### src/rtl/sys_ctrl.sv
// Command sequencer: decodes the RX byte stream into register-file writes/reads
// and ALU operations, and queues response bytes toward the TX FIFO.
module sys_ctrl #(
  parameter int WIDTH_REG = 8,
  parameter int ADDR      = 4,
  parameter int fun       = 4
) (
  input  logic                   i_CLK,
  input  logic                   i_RST,
  input  logic [WIDTH_REG-1:0]   i_RX_DATA,
  input  logic                   i_RX_VALID,
  input  logic                   i_RX_ERR,
  output logic [ADDR-1:0]        o_ADDR,
  output logic                   o_WR_EN,
  output logic [WIDTH_REG-1:0]   o_WR_DATA,
  output logic                   o_RD_EN,
  input  logic [WIDTH_REG-1:0]   i_RD_DATA,
  input  logic                   i_RD_VALID,
  output logic                   o_ALU_EN,
  output logic [fun-1:0]         o_ALU_FUN,
  input  logic [2*WIDTH_REG-1:0] i_ALU_OUT,
  input  logic                   i_ALU_VALID,
  output logic                   o_CLK_GATE_EN,
  output logic [WIDTH_REG-1:0]   o_TX_DATA,
  output logic                   o_TX_VALID,
  input  logic                   i_FIFO_FULL,
  output logic                   o_CMD_DROP
);

  localparam logic [WIDTH_REG-1:0] CMD_WR     = WIDTH_REG'(8'hAA);
  localparam logic [WIDTH_REG-1:0] CMD_RD     = WIDTH_REG'(8'hBB);
  localparam logic [WIDTH_REG-1:0] CMD_ALU_OP = WIDTH_REG'(8'hCC);
  localparam logic [WIDTH_REG-1:0] CMD_ALU    = WIDTH_REG'(8'hDD);

  typedef enum logic [3:0] {
    IDLE, WR_ADDR, WR_DATA, RD_ADDR, RD_WAIT, OPA, OPB,
    ALU_FUN, ALU_WAIT, TX_LO, TX_HI
  } state_t;

  state_t state, next_state;

  logic                 rx_ok, rx_bad, busy;
  logic [ADDR-1:0]      addr_d;
  logic                 wr_en_d, rd_en_d, alu_en_d, gate_d, tx_valid_d, drop_d;
  logic [WIDTH_REG-1:0] wr_data_d, tx_data_d, hi_d, hi_q;
  logic [fun-1:0]       alu_fun_d;
  logic                 two_d, two_q;

  assign rx_ok  = i_RX_VALID & ~i_RX_ERR;
  assign rx_bad = i_RX_VALID &  i_RX_ERR;
  assign busy   = (state == RD_WAIT) || (state == ALU_WAIT) ||
                  (state == TX_LO)   || (state == TX_HI);

  always_ff @(posedge i_CLK) begin
    if (!i_RST) begin
      state         <= IDLE;
      o_ADDR        <= '0;
      o_WR_EN       <= 1'b0;
      o_WR_DATA     <= '0;
      o_RD_EN       <= 1'b0;
      o_ALU_EN      <= 1'b0;
      o_ALU_FUN     <= '0;
      o_CLK_GATE_EN <= 1'b0;
      o_TX_DATA     <= '0;
      o_TX_VALID    <= 1'b0;
      o_CMD_DROP    <= 1'b0;
      hi_q          <= '0;
      two_q         <= 1'b0;
    end else begin
      state         <= next_state;
      o_ADDR        <= addr_d;
      o_WR_EN       <= wr_en_d;
      o_WR_DATA     <= wr_data_d;
      o_RD_EN       <= rd_en_d;
      o_ALU_EN      <= alu_en_d;
      o_ALU_FUN     <= alu_fun_d;
      o_CLK_GATE_EN <= gate_d;
      o_TX_DATA     <= tx_data_d;
      o_TX_VALID    <= tx_valid_d;
      o_CMD_DROP    <= drop_d;
      hi_q          <= hi_d;
      two_q         <= two_d;
    end
  end

  always_comb begin
    next_state = state;
    case (state)
      IDLE: begin
        if (rx_ok) begin
          case (i_RX_DATA)
            CMD_WR:     next_state = WR_ADDR;
            CMD_RD:     next_state = RD_ADDR;
            CMD_ALU_OP: next_state = OPA;
            CMD_ALU:    next_state = ALU_FUN;
            default:    next_state = IDLE;
          endcase
        end
      end
      WR_ADDR:  if (i_RX_VALID) next_state = rx_bad ? IDLE : WR_DATA;
      WR_DATA:  if (i_RX_VALID) next_state = IDLE;
      RD_ADDR:  if (i_RX_VALID) next_state = rx_bad ? IDLE : RD_WAIT;
      // Read data coincident with our own strobe is stale and ignored.
      RD_WAIT:  if (i_RD_VALID && !o_RD_EN) next_state = TX_LO;
      OPA:      if (i_RX_VALID) next_state = rx_bad ? IDLE : OPB;
      OPB:      if (i_RX_VALID) next_state = rx_bad ? IDLE : ALU_FUN;
      ALU_FUN:  if (i_RX_VALID) next_state = rx_bad ? IDLE : ALU_WAIT;
      ALU_WAIT: if (i_ALU_VALID) next_state = TX_LO;
      TX_LO:    if (!i_FIFO_FULL) next_state = two_q ? TX_HI : IDLE;
      TX_HI:    if (!i_FIFO_FULL) next_state = IDLE;
      default:  next_state = IDLE;
    endcase
  end

  always_comb begin
    addr_d     = o_ADDR;
    wr_data_d  = o_WR_DATA;
    alu_fun_d  = o_ALU_FUN;
    gate_d     = o_CLK_GATE_EN;
    tx_data_d  = o_TX_DATA;
    hi_d       = hi_q;
    two_d      = two_q;
    wr_en_d    = 1'b0;
    rd_en_d    = 1'b0;
    alu_en_d   = 1'b0;
    tx_valid_d = 1'b0;
    drop_d     = rx_bad | (i_RX_VALID & busy);
    case (state)
      IDLE: begin
        if (rx_ok) begin
          case (i_RX_DATA)
            CMD_WR, CMD_RD, CMD_ALU_OP: ;
            CMD_ALU: gate_d = 1'b1;
            default: drop_d = 1'b1;
          endcase
        end
      end
      WR_ADDR: if (rx_ok) addr_d = i_RX_DATA[ADDR-1:0];
      WR_DATA: if (rx_ok) begin
        wr_en_d   = 1'b1;
        wr_data_d = i_RX_DATA;
      end
      RD_ADDR: if (rx_ok) begin
        rd_en_d = 1'b1;
        addr_d  = i_RX_DATA[ADDR-1:0];
      end
      RD_WAIT: if (i_RD_VALID && !o_RD_EN) begin
        tx_data_d = i_RD_DATA;
        two_d     = 1'b0;
      end
      OPA: if (rx_ok) begin
        wr_en_d   = 1'b1;
        addr_d    = '0;
        wr_data_d = i_RX_DATA;
      end
      OPB: if (rx_ok) begin
        wr_en_d   = 1'b1;
        addr_d    = ADDR'(1);
        wr_data_d = i_RX_DATA;
        gate_d    = 1'b1;
      end
      ALU_FUN: begin
        if (rx_ok) begin
          alu_en_d  = 1'b1;
          alu_fun_d = i_RX_DATA[fun-1:0];
        end else if (rx_bad) begin
          gate_d = 1'b0;
        end
      end
      ALU_WAIT: if (i_ALU_VALID) begin
        tx_data_d = i_ALU_OUT[WIDTH_REG-1:0];
        hi_d      = i_ALU_OUT[2*WIDTH_REG-1:WIDTH_REG];
        two_d     = 1'b1;
        gate_d    = 1'b0;
      end
      TX_LO: if (!i_FIFO_FULL) tx_valid_d = 1'b1;
      // Low byte stays on o_TX_DATA until the high byte can actually be pushed.
      TX_HI: if (!i_FIFO_FULL) begin
        tx_valid_d = 1'b1;
        tx_data_d  = hi_q;
      end
      default: ;
    endcase
  end

endmodule

### config.mk
export PLATFORM = sky130hd
export DESIGN_NAME = sys_ctrl
export DESIGN_NICKNAME = d
export VERILOG_FILES = /design/src/rtl/sys_ctrl.sv
export SDC_FILE = /design/constraint.sdc
export NUM_CORES = 1
export LEC_CHECK = 0
export ABC_CLOCK_PERIOD_IN_PS = 2700
export CAP_MARGIN = 15
export CORE_MARGIN = 10
export CORE_UTILIZATION = 55
export CTS_CLUSTER_DIAMETER = 150
export CTS_CLUSTER_SIZE = 40
export DETAILED_ROUTE_END_ITERATION = 7
export DONT_BUFFER_PORTS = 1
export PLACE_DENSITY = 0.74
export SYNTH_ARGS = -nofsm -noshare
export SYNTH_HDL_FRONTEND = slang
export SYNTH_SLANG_ARGS = --single-unit
### constraint.sdc
create_clock -name i_CLK -period 2.7 [get_ports i_CLK]
set_clock_uncertainty 0.1 [all_clocks]
set_input_delay 0 -clock i_CLK [delete_from_list [all_inputs] [get_ports i_CLK]]
set_output_delay 0 -clock i_CLK [all_outputs]
set_load 0.02 [all_outputs]
Word level (Yosys, flattened, before mapping) --
Cells that the tools add are included. W data, S select, Z words.
Storage, ports and cells: input port bits 39, output and inout bits 30, word-level logic and storage cells 117, flip-flop bits (word level) 43
Cells by class: muxes and demuxes 42, reduce and logical (&&, ||, !) cells 26, bitwise operators 5, equality and inequality tests 31
Operator list (number):
- $mux W4 | 16
- $pmux W4 S11 | 1
- $eq A8 B8 Y1 const B | 4
- $ne A2 B2 Y1 const B | 15
- $mux W8 | 3
- $pmux W8 S3 | 1
- $eq A4 B3 Y1 const B | 4
- $reduce_and A2 Y1 | 7
- $mux W1 | 13
- $eq A4 B4 Y1 const B | 3
- $pmux W3 S4 | 1
- $pmux W4 S3 | 1
- $reduce_and A11 Y1 | 1
- $mux W3 | 3
- $eq A4 B2 Y1 const B | 2
- $reduce_and A4 Y1 | 2
- $reduce_and A7 Y1 | 1
- $reduce_bool A3 Y1 | 2
- $eq A4 B1 Y1 const B | 1
- $logic_not A4 Y1 | 1
- $ne A2 B1 Y1 const B | 2
- $pmux W1 S4 | 1
- $reduce_bool A4 Y1 | 1
- $reduce_or A2 Y1 | 2
- 12 further kinds | 16

Logic depth before layout (Yosys ltp) --
Gate-level depths: netlist of run 1.
word-level depth 9, mapped depth 7, mapped depth without buffers 5

Worst setup path before layout of run 1 --
No wires, ideal clock.
path kind reg-to-reg, from register state[0], to register state[0], buffers on the path 1, data required time 2.479 ns, setup slack 0.999 ns, period minus slack after synthesis 1.701 ns, arrival time 1.479 ns, stages on the path, launching flop included 7, library setup time 0.121 ns, path through dfxtp_1 > buf_6 > or4b_4 > o22a_1 > o21a_4 > nand4_1 > o22ai_1
On the way: longest elaborated chain between the ends 3, elaborated cells on any way between the ends 24, those cells by class eq/ne: 21; mux: 1; reduce/logical: 2
RTL lines:
- start: declaration | line 40 | state_t state, next_state;
- start signal: assignment | line 70 | state <= next_state;
- $eq A4 B4 Y1 (tied with other cells) | line 88 | case (state)
- $ne A2 B2 Y1 (no source line) or $ne A2 B1 Y1 (tied branches)
- $reduce_and A11 Y1 (no source line)
Parallel ways exist; a longest one is shown, timed or not. A chain may end at the register's enable or synchronous reset.

Worst setup path after layout of run 1 --
from register state[0], to register o_TX_DATA[6]
On the way: longest elaborated chain between the ends 3, elaborated cells on any way between the ends 9, those cells by class eq/ne: 6; mux: 1; reduce/logical: 2
RTL lines:
- $eq A4 B3 Y1 or $eq A4 B4 Y1 (tied branches) | line 128 | case (state)
- $ne A2 B1 Y1 (no source line) (tied with other cells)
- $reduce_and A4 Y1 (no source line)
- end signal: assignment | line 78 | o_TX_DATA <= tx_data_d;
- end: declaration | line 24 | output logic [WIDTH_REG-1:0] o_TX_DATA,
Parallel ways exist; a longest one is shown, timed or not.

==> impl_metrics.env, run 1 <==
export IMPL_cp_data_arrival_time_ps=2590
export IMPL_critical_path_max_fanout=10
export IMPL_placed_cells=285
export IMPL_critPathRequiredTime_ps=2830
export IMPL_p_leak_nw=0.9978
export IMPL_reg2reg_depth=8
export IMPL_hold_buffers=39
export IMPL_synth_net_count=283
export IMPL_share_of_synthesized_registers_carrying_an_async_set_or_reset_pct=0
export IMPL_p_sw_share_pct=33.93
export IMPL_finalWorstSetupSlack_ps=243.0
export IMPL_yosysTopAreaCell="dfxtp_1"
export IMPL_timing_critical_path_mode_cell="buf_4"
export IMPL_min_path_type="in -> reg"
export IMPL_vias_per_cell=5.742
export IMPL_port_buffer_count=0
export IMPL_holdPathStages=4
export IMPL_clock_tree_root_cell="clkbuf_8"
export IMPL_n_fill_cell=310
export IMPL_die_area_sq_um=7010
export IMPL_cell_internal_pwr_mw=1.210
export IMPL_max_slew_margin_rel_pct=56.15
export IMPL_num_io_pins=69
export IMPL_grt_setup_unrepaired="false"
export IMPL_run_status="finished clean"
export IMPL_final_max_slew_violation_count=0
export IMPL_seq_power_share_pct=42.8
export IMPL_maxCapViolCount=0
export IMPL_post_route_drc_violation_count=0
export IMPL_yosys_most_used_dff="dfxtp_1"
export IMPL_clkLatencyLatePin_ps=300
export IMPL_first_iter_violations=197
export IMPL_reg_to_reg_setup_timing_slack_ps=240
export IMPL_cts_setup_buffers=0
export IMPL_final_core_utilization_pct=69.75
export IMPL_floorplan_die_height_microns=83.73
export IMPL_max_clock_path_buffers=2
export IMPL_dp_worst_setup_slack_ps=595.8
export IMPL_post_dp_hpwl_microns=4025
export IMPL_total_of_cells_resized_after_clock_tree_synthesis=0
export IMPL_num_rows=23
export IMPL_net_switching_power_uw=621.4
export IMPL_core_region_area_sq_um=3971
export IMPL_final_cell_area_sq_um=2770
export IMPL_whs_ps=8.281
export IMPL_ir_worst_vdd_mv=0.4345
export IMPL_clkSinkCount=43
export IMPL_totalNegativeSetupSlack_ps=0
export IMPL_r2r_start="state[0]$_SDFFE_PN0P_"
export IMPL_synth_seq_cells=43
export IMPL_clock_tree_from_tritoncts="yes"
export IMPL_crit_chain="buf_4 > nor3b_2 > buf_4 > nor2_1 > a21oi_1 > dlygate4sd3_1 > mux2i_1 > nor2b_1"
export IMPL_initial_drt_pass_iterations=4
export IMPL_syn_area_per_cell_sq_um=9.153
export IMPL_timing_setup_critical_path_class="reg -> reg"
export IMPL_grt_pass1_wl_microns=10420
export IMPL_hold_violations=0
export IMPL_synth_area_top_cells="dfxtp_1 (39%), mux2i_1 (17%), nor2b_1 (8.7%)"
export IMPL_largest_net_degree_at_the_start_of_global_routing=40
export IMPL_antenna_found_initial=0
export IMPL_ys_warnings_count=0
export IMPL_via_count_of_the_first_global_routing_pass=2050
export IMPL_postSynthCellCount=244
export IMPL_drtAntennaViolNets=0
export IMPL_drt_wl_total_microns=6072
export IMPL_worst_slew_pin_slew_ps=655.6
export IMPL_synthDistinctLibCells=45
export IMPL_design_final_nets=321
export IMPL_power_frac_clock_pct=24.9
export IMPL_reg2reg_to="o_TX_DATA[6]$_SDFFE_PN0P_"
export IMPL_most_frequently_used_cell_type_in_the_post_synthesis_netlist="dfxtp_1"
export IMPL_timing_critical_path_slowest_cell_delay_ps=570
export IMPL_total_power_mw=1.832
export IMPL_critPathSlowestCell="dlygate4sd3_1"
export IMPL_setup_viol=0
export IMPL_p_per_area_nw_per_um2=661.2
export IMPL_hold_path_end="o_TX_DATA[3]$_SDFFE_PN0P_"
export IMPL_initial_core_util_pct=56.24
export IMPL_antenna_diode_count=0
export IMPL_ctsHtreeMaxLevel=2
export IMPL_cts_reportedPaths_clkPinSlew_ps=80
export IMPL_netlist_top_cells_count="dfxtp_1 (43), mux2i_1 (38), nor2b_1 (31)"
export IMPL_detail_route_wl_per_cell_microns=18.23
export IMPL_gpl_final_weighted_congestion=0.9663
export IMPL_layoutNonFillerInstCount=333
export IMPL_grt_overflow_total=0
export IMPL_gr_usage_all_layers_pct=17.51
export IMPL_finalWorstPathRequiredPeriod_ps=2457
export IMPL_hold_start="i_ALU_OUT[3]"
export IMPL_width_of_the_die_microns=83.73
export IMPL_cp_start_kind="flip-flop"
export IMPL_mapped_cell_area_sq_um=2233
export IMPL_areaGrowthSynthToFinish_pct=24.03
export IMPL_yosys_area_top_type_share_pct=38.54
export IMPL_dr_total_vias=1912
export IMPL_place_area_sq_um=2261
export IMPL_timing_fmax_mhz=407.0
export IMPL_cts_inserted_buffers=5
export IMPL_power_frac_comb_pct=32.3
export IMPL_drive_gt1_share_pct=8.481
export IMPL_synth_edff_count=0
export IMPL_timing_critical_path_to_type="flip-flop"
export IMPL_final_min_period_over_clock_period_pct=91.00
export IMPL_synth_seq_area_share_pct=38.54
[cell type report]
type                    instances  area [sq um]  share of cell area (%)
multi-input cells             183          1277                   46.12
flip-flops and latches         43         860.8                   31.07
repair buffers                 47         457.9                   16.53
clock buffers                   7         96.34                   3.478
well taps                      50         62.56                   2.258
clock inverters                 1         7.507                  0.2710
inverters                       2         7.507                  0.2710
[logic make-up (layout without fill, tap and decap cells)]
| group | count (synthesis) | after routing | synth area share, % |
|---|---|---|---|
| buf+inv | 18 | 57 | 4.258 |
| simple gates | 96 | 96 | 24.99 |
| compound gates | 46 | 46 | 14.01 |
| mux | 38 | 38 | 17.03 |
| xor+xnor | 3 | 3 | 1.177 |
| flops | 43 | 43 | 38.54 |
[state kept, by name, summed over array words and instances, names as in the netlist]
signal	cells
o_CMD_DROP	1
o_WR_DATA	8
o_RD_EN	1
o_ALU_EN	1
state	4
o_ADDR	4
two_q	1
o_CLK_GATE_EN	1
o_ALU_FUN	4
o_TX_DATA	8
o_WR_EN	1
hi_q	8
o_TX_VALID	1
[how the worst max path moves through the flow]
| stage | startpoint | endpoint | slack (ps) | cells after the start |
|---|---|---|---|---|
| 2_1_floorplan | state[0]$_SDFFE_PN0P_ | state[0]$_SDFFE_PN0P_ | 1000 | 6 |
| 6_report | state[0]$_SDFFE_PN0P_ | o_TX_DATA[6]$_SDFFE_PN0P_ | 240 | 8 |
| 3_5_place_dp | state[1]$_SDFFE_PN0P_ | o_WR_DATA[6]$_SDFFE_PN0P_ | 600 | 7 |
| 3_3_place_gp | state[1]$_SDFFE_PN0P_ | o_TX_DATA[5]$_SDFFE_PN0P_ | 700 | 5 |
| 4_1_cts | state[0]$_SDFFE_PN0P_ | o_TX_DATA[5]$_SDFFE_PN0P_ | 330 | 8 |
| 5_1_grt | state[0]$_SDFFE_PN0P_ | o_TX_DATA[6]$_SDFFE_PN0P_ | 80 | 8 |
[cells in the final DEF (no fill, tap or decap), types with 2 or more instances in the layout]
master,Yosys,routed
a21boi_0,5,5
a21oi_1,15,15
a31oi_1,2,2
and2_1,2,2
buf_4,2,7
clkbuf_8,0,7
dfxtp_1,43,43
dlygate4sd3_1,0,39
inv_1,2,2
mux2i_1,38,38
nand2_1,12,12
nand2b_1,5,5
nand3_1,10,10
nand4_1,2,2
nor2_1,17,17
nor2b_1,31,31
nor3_1,3,3
nor4bb_1,3,3
o21ai_0,9,9
o22a_1,2,2
o22ai_1,3,3
xnor2_1,2,2
[critical path, delay by kind of cell (launching register included)]
kind                   cells  cell delay [ps]
DFF                        1              420
AOI/OAI and AO/OA          1              110
muxes                      1               80
buffers and inverters      3             1060
and+or+nand+nor            3              620
[power groups by stage]
stage          registers (mW)  logic [mW]  clock network [mW]
3_5_place_dp            0.798       0.503                   0
6_report                0.784       0.592               0.455
4_1_cts                 0.783       0.578               0.470
2_1_floorplan           0.763       0.457                   0
5_1_grt                 0.794       0.654               0.486
3_3_place_gp            0.797       0.497                   0
[per-layer routing]
layer	global-route usage (%)	share of wire, %
met5	0	0
met4	5.023	1.4
met3	8.105	10
met2	30.52	50
met1	18.34	38
Power figures use the tool's default switching activity.
==> run 2, diff against run 1 <==
- ABC_CLOCK_PERIOD_IN_PS: 2700 -> 2000
- CORE_ASPECT_RATIO: default -> 2
- CORE_MARGIN: 10 -> default
- PLACE_DENSITY: 0.74 -> 0.77
- clock period: 2.7 -> 2 ns (I/O delays scaled with it)
==> impl_metrics.env, run 2 (synthesis gave the netlist of run 1 again) <==
export IMPL_gr_max_usage_layer="met2"
export IMPL_cts_reportedPaths_clkPinSlew_ps=80
export IMPL_cp_top_family="simple AND/OR/NAND/NOR gates"
export IMPL_cell_internal_pwr_mw=1.618
export IMPL_totalNegativeSetupSlack_ps=0
export IMPL_antenna_found_initial=0
export IMPL_timing_critical_path_to_type="flip-flop"
export IMPL_timing_fmax_mhz=527.0
export IMPL_grt_overflow_total=0
export IMPL_dp_worst_setup_slack_ps=113.6
export IMPL_p_sw_share_pct=35.45
export IMPL_net_switching_power_uw=888.4
export IMPL_seq_power_share_pct=42.2
export IMPL_ctsHtreeMaxLevel=2
export IMPL_post_dp_hpwl_microns=4024
export IMPL_grt_pass1_wl_microns=10490
export IMPL_p_per_area_nw_per_um2=887.1
export IMPL_final_cell_area_sq_um=2825
export IMPL_finalWorstSetupSlack_ps=102.4
export IMPL_n_fill_cell=299
export IMPL_first_iter_violations=103
export IMPL_worst_slew_pin_slew_ps=663.7
export IMPL_clock_tree_root_cell="clkbuf_8"
export IMPL_timing_critical_path_slowest_cell_delay_ps=340
export IMPL_post_route_drc_violation_count=0
export IMPL_finalWorstPathRequiredPeriod_ps=1898
export IMPL_critical_path_max_fanout=8
export IMPL_ir_worst_vdd_mv=0.7735
export IMPL_maxCapViolCount=0
export IMPL_max_slew_margin_rel_pct=55.71
export IMPL_drt_wl_total_microns=6695
export IMPL_initial_core_util_pct=57.51
export IMPL_clkLatencyLatePin_ps=290
export IMPL_run_status="finished clean"
export IMPL_grtUsageMet3_pct=7.480
export IMPL_cts_inserted_buffers=5
export IMPL_commonest_non_fill_non_tap_cell_in_the_layout="dfxtp_1"
export IMPL_largest_net_degree_at_the_start_of_global_routing=42
export IMPL_layoutNonFillerInstCount=339
export IMPL_min_path_type="in -> reg"
export IMPL_drive_gt1_share_pct=12.15
export IMPL_width_of_the_die_microns=47.06
export IMPL_placed_cells=297
export IMPL_gpl_final_weighted_congestion=0.9658
export IMPL_die_area_sq_um=4335
export IMPL_core_region_area_sq_um=3884
export IMPL_areaGrowthSynthToFinish_pct=26.50
export IMPL_port_buffer_count=0
export IMPL_clock_tree_from_tritoncts="yes"
export IMPL_final_cell_mix="dfxtp_1 (41), mux2i_1 (38), dlygate4sd3_1 (35)"
export IMPL_design_final_nets=328
export IMPL_detail_route_wl_per_cell_microns=19.75
export IMPL_timing_setup_critical_path_class="reg -> reg"
export IMPL_crit_chain="buf_4 > and2b_1 > o21ai_0 > a21oi_4 > buf_12 > mux2i_1 > nor2b_1"
export IMPL_largest_registers="hi_q x8, o_TX_DATA x8, o_WR_DATA x8"
export IMPL_cts_setup_buffers=0
export IMPL_grt_util_met2_pct=61.69
export IMPL_drtAntennaViolNets=0
export IMPL_floorplan_die_height_microns=92.12
export IMPL_clkSinkCount=43
export IMPL_grt_setup_unrepaired="false"
export IMPL_p_leak_nw=1.026
export IMPL_dr_total_vias=1996
export IMPL_antenna_diode_count=0
export IMPL_num_io_pins=69
export IMPL_cp_start_kind="flip-flop"
export IMPL_final_min_period_over_clock_period_pct=94.88
export IMPL_initial_drt_pass_iterations=4
export IMPL_final_max_slew_violation_count=0
export IMPL_setup_viol=0
export IMPL_power_frac_clock_pct=20.7
export IMPL_cp_data_arrival_time_ps=1980
export IMPL_critPathRequiredTime_ps=2080
export IMPL_grt_use_met1_pct=32.63
export IMPL_gr_usage_all_layers_pct=34.40
export IMPL_via_count_of_the_first_global_routing_pass=2167
export IMPL_max_clock_path_buffers=2
export IMPL_vias_per_cell=5.888
export IMPL_timing_critical_path_buf_inv=2
export IMPL_num_rows=32
export IMPL_place_area_sq_um=2370
export IMPL_critPathSlowestCell="dfxtp_1"
export IMPL_hold_violations=0
export IMPL_power_frac_comb_pct=37.1
[run 2: power by group through the flow]
stage | clock (mW) | combinational [mW] | sequential, mW
final | 0.519 | 0.931 | 1.06
after global routing | 0.557 | 0.997 | 1.07
after CTS | 0.521 | 0.886 | 1.05
after detailed placement | 0 | 0.807 | 1.07
after global placement | 0 | 0.805 | 1.07
after floorplan | 0 | 0.617 | 1.03
[run 2: per-layer routing]
layer | vias to the layer above | routed length [microns]
met3 | 35 | 345
li1 | 944 | -
met2 | 89 | 3817
met4 | 0 | 380
met1 | 928 | 2152
met5 | - | 0
[run 2: path summary, 6_finish.rpt]
check | from | endpoint | slack (ps) | cells past startpoint
max | state[2]$_SDFFE_PN0P_ | o_TX_DATA[5]$_SDFFE_PN0P_ | 100 | 7
min reg2reg | hi_q[0]$_SDFFE_PN0P_ | hi_q[0]$_SDFFE_PN0P_ | 440 | 2
min | i_ALU_OUT[7] | o_TX_DATA[7]$_SDFFE_PN0P_ | 20 | 4
max reg2reg | state[2]$_SDFFE_PN0P_ | o_TX_DATA[5]$_SDFFE_PN0P_ | 100 | 7
[run 2: stage by stage]
step	hold slack [ps]	util [%]	total power, mW
2_1_floorplan	-24.30	-	1.647
3_3_place_gp	-20.47	61.02	1.872
3_5_place_dp	-13.72	61.02	1.874
4_1_cts	12.36	72.52	2.454
5_1_grt	47.40	72.74	2.621
6_report	22.17	72.74	2.506
[run 2: what timing repair did]
item,in CTS,in global routing
setup endpoints to repair,0,17
hold buffers,36,0
resized for setup,0,3
hold endpoints to repair,43,0
[run 2: worst register-to-register path, delay by kind of cell (launching register included)]
| kind | cells | cell delay [ps] |
|---|---|---|
| and+or+nand+nor | 2 | 400 |
| AOI/OAI and AO/OA | 2 | 400 |
| DFF | 1 | 340 |
| muxes | 1 | 230 |
| buffers and inverters | 2 | 330 |
[run 2: cell type report]
| class | instances | area, sq um | share of cell area, % |
|---|---|---|---|
| Clock inverter | 1 | 7.507 | 0.2657 |
| Clock buffer | 5 | 68.82 | 2.436 |
| Multi-Input combinational cell | 183 | 1284 | 45.44 |
| Inverter | 2 | 7.507 | 0.2657 |
| Sequential cell | 43 | 863.3 | 30.56 |
| Timing Repair Buffer | 54 | 530.5 | 18.78 |
| Tap cell | 51 | 63.81 | 2.259 |
==> run 3, diff against run 2 <==
- PLACE_DENSITY: 0.77 -> 0.8
- RECOVER_POWER: default -> 25
==> impl_metrics.env, run 3 (synthesis gave the netlist of run 1 again) <==
export IMPL_cp_data_arrival_time_ps=1970
export IMPL_cts_inserted_buffers=5
export IMPL_ir_worst_vdd_mv=0.7679
export IMPL_final_max_slew_violation_count=0
export IMPL_power_frac_comb_pct=34.1
export IMPL_max_slew_margin_rel_pct=27.65
export IMPL_drtAntennaViolNets=0
export IMPL_multi_input_combinational_cell_area_sq_um=1290
export IMPL_clock_tree_root_cell="clkbuf_8"
export IMPL_failing_checks="hold timing"
export IMPL_drive_gt1_share_pct=13.19
export IMPL_timing_critical_path_buf_inv=2
export IMPL_timing_critical_path_to_type="flip-flop"
export IMPL_timing_fmax_mhz=531.1
export IMPL_largest_registers="hi_q x8, o_TX_DATA x8, o_WR_DATA x8"
export IMPL_power_frac_clock_pct=22.4
export IMPL_p_per_area_nw_per_um2=896.2
export IMPL_timing_setup_critical_path_class="reg -> reg"
export IMPL_p_leak_nw=1.030
export IMPL_ctsHtreeMaxLevel=2
export IMPL_grt_setup_unrepaired="false"
export IMPL_initial_core_util_pct=57.51
export IMPL_cts_reportedPaths_clkPinSlew_ps=80
export IMPL_cp_start_kind="flip-flop"
export IMPL_max_clock_path_buffers=2
export IMPL_vias_per_cell=5.973
export IMPL_p_sw_share_pct=34.84
export IMPL_layoutNonFillerInstCount=339
export IMPL_reg_to_reg_setup_timing_slack_ps=120
export IMPL_reg2reg_depth=7
export IMPL_gr_usage_all_layers_pct=32.30
export IMPL_die_area_sq_um=4335
export IMPL_reg2reg_to="o_TX_DATA[3]$_SDFFE_PN0P_"
export IMPL_cp_top_family="simple AND/OR/NAND/NOR gates"
export IMPL_gpl_final_weighted_congestion=0.9077
export IMPL_holdPathStages=3
export IMPL_worst_slew_pin_slew_ps=1082
export IMPL_cell_internal_pwr_mw=1.646
export IMPL_dr_total_vias=2025
export IMPL_critPathRequiredTime_ps=2090
export IMPL_initial_drt_pass_iterations=4
export IMPL_final_min_period_over_clock_period_pct=94.14
export IMPL_placed_cells=295
export IMPL_clock_tree_from_tritoncts="yes"
export IMPL_grt_pass1_wl_microns=10030
export IMPL_grt_overflow_total=0
export IMPL_min_path_type="in -> reg"
export IMPL_whs_ps=-6.878
export IMPL_design_final_nets=327
export IMPL_timing_critical_path_slowest_cell_delay_ps=390
export IMPL_commonest_non_fill_non_tap_cell_in_the_layout="dfxtp_1"
export IMPL_n_fill_cell=292
export IMPL_final_core_utilization_pct=72.55
export IMPL_clkSinkCount=43
export IMPL_final_cell_mix="dfxtp_1 (39), mux2i_1 (38), dlygate4sd3_1 (35)"
export IMPL_num_io_pins=69
export IMPL_antenna_diode_count=0
export IMPL_hold_violations=2
export IMPL_width_of_the_die_microns=47.06
export IMPL_dp_worst_setup_slack_ps=-6.756
export IMPL_critical_path_max_fanout=9
export IMPL_hold_start="i_RX_DATA[7]"
export IMPL_port_buffer_count=0
export IMPL_seq_area_sq_um=870.8
export IMPL_net_switching_power_uw=879.8
export IMPL_via_count_of_the_first_global_routing_pass=2125
export IMPL_critPathSlowestCell="dfxtp_2"
export IMPL_r2r_start="state[3]$_SDFFE_PN0P_"
export IMPL_areaGrowthSynthToFinish_pct=26.16
export IMPL_seq_power_share_pct=43.5
export IMPL_first_iter_violations=65
export IMPL_floorplan_die_height_microns=92.12
export IMPL_crit_cells=7
export IMPL_place_area_sq_um=2342
export IMPL_hold_path_end="state[0]$_SDFFE_PN0P_"
export IMPL_finalWorstSetupSlack_ps=117.3
export IMPL_run_status="complete, but fails checks"
export IMPL_largest_net_degree_at_the_start_of_global_routing=40
export IMPL_drt_wl_total_microns=6363
export IMPL_core_region_area_sq_um=3884
export IMPL_antenna_found_initial=0
export IMPL_totalNegativeSetupSlack_ps=0
export IMPL_maxCapViolCount=0
export IMPL_final_cell_area_sq_um=2818
export IMPL_crit_chain="buf_4 > nand2b_4 > or3_4 > a21oi_4 > buf_12 > mux2i_1 > nor2b_1"
export IMPL_setup_viol=0
export IMPL_finalWorstPathRequiredPeriod_ps=1883
export IMPL_post_route_drc_violation_count=0
export IMPL_num_rows=32
export IMPL_detail_route_wl_per_cell_microns=18.77
export IMPL_post_dp_hpwl_microns=3917
export IMPL_clkLatencyLatePin_ps=300
## run 3: repair_timing
item                                    in CTS  in global routing
endpoints found under the setup margin       3                 19
hold buffers                                35                  0
setup buffers                                0                  2
gates resized for setup                      2                  7
hold endpoints to repair                    43                  0
## run 3: routing by layer
layer  wire (microns)  part of all wire, %  vias up  global-route usage [%]
met5                0                    0        -                       0
met4              340                  5.3        0                   18.81
met3              289                  4.5       26                   6.693
met2             3553                   56       76                   55.56
met1             2180                   34      973                   33.13
li1                 -                    -      950                       -
## run 3: layout make-up
class	count	share of cell area (%)
multi-input combinational	183	45.78
tap	51	2.265
sequential	43	30.91
inverter	2	0.2664
clock buffer	6	2.931
clock inverter	1	0.1776
timing repair buffer	53	17.67
## run 3: how the worst max path moves through the flow
| stage | end | from | slack, ps |
|---|---|---|---|
| after floorplan | state[0]$_SDFFE_PN0P_ | state[0]$_SDFFE_PN0P_ | 300 |
| after global placement | state[0]$_SDFFE_PN0P_ | state[1]$_SDFFE_PN0P_ | 3 |
| after detailed placement | state[0]$_SDFFE_PN0P_ | state[1]$_SDFFE_PN0P_ | -7 |
| after CTS | o_CMD_DROP$_SDFF_PN0_ | state[0]$_SDFFE_PN0P_ | 30 |
| after global routing | o_RD_EN$_SDFF_PN0_ | i_RST | 5 |
| final | o_TX_DATA[3]$_SDFFE_PN0P_ | state[3]$_SDFFE_PN0P_ | 120 |
## run 3: stage by stage
stage,power [mW],hold slack [ps]
6_report,2.525,-6.878
5_1_grt,2.637,41.15
4_1_cts,2.455,7.110
3_5_place_dp,1.836,-19.96
3_3_place_gp,1.824,-22.39
2_1_floorplan,1.647,-24.30
## run 3: power by group through the flow
stage	Sequential, mW	Clock, mW	Combinational [mW]
finish	1.10	0.565	0.862
global route	1.11	0.602	0.924
floorplan	1.03	0	0.617
CTS	1.08	0.563	0.810
global placement	1.10	0	0.727
detailed placement	1.10	0	0.737
## run 3: worst min-delay path: stages
cell and delay (ps):
o211ai_1 120, o22a_1 150, o22ai_1 70
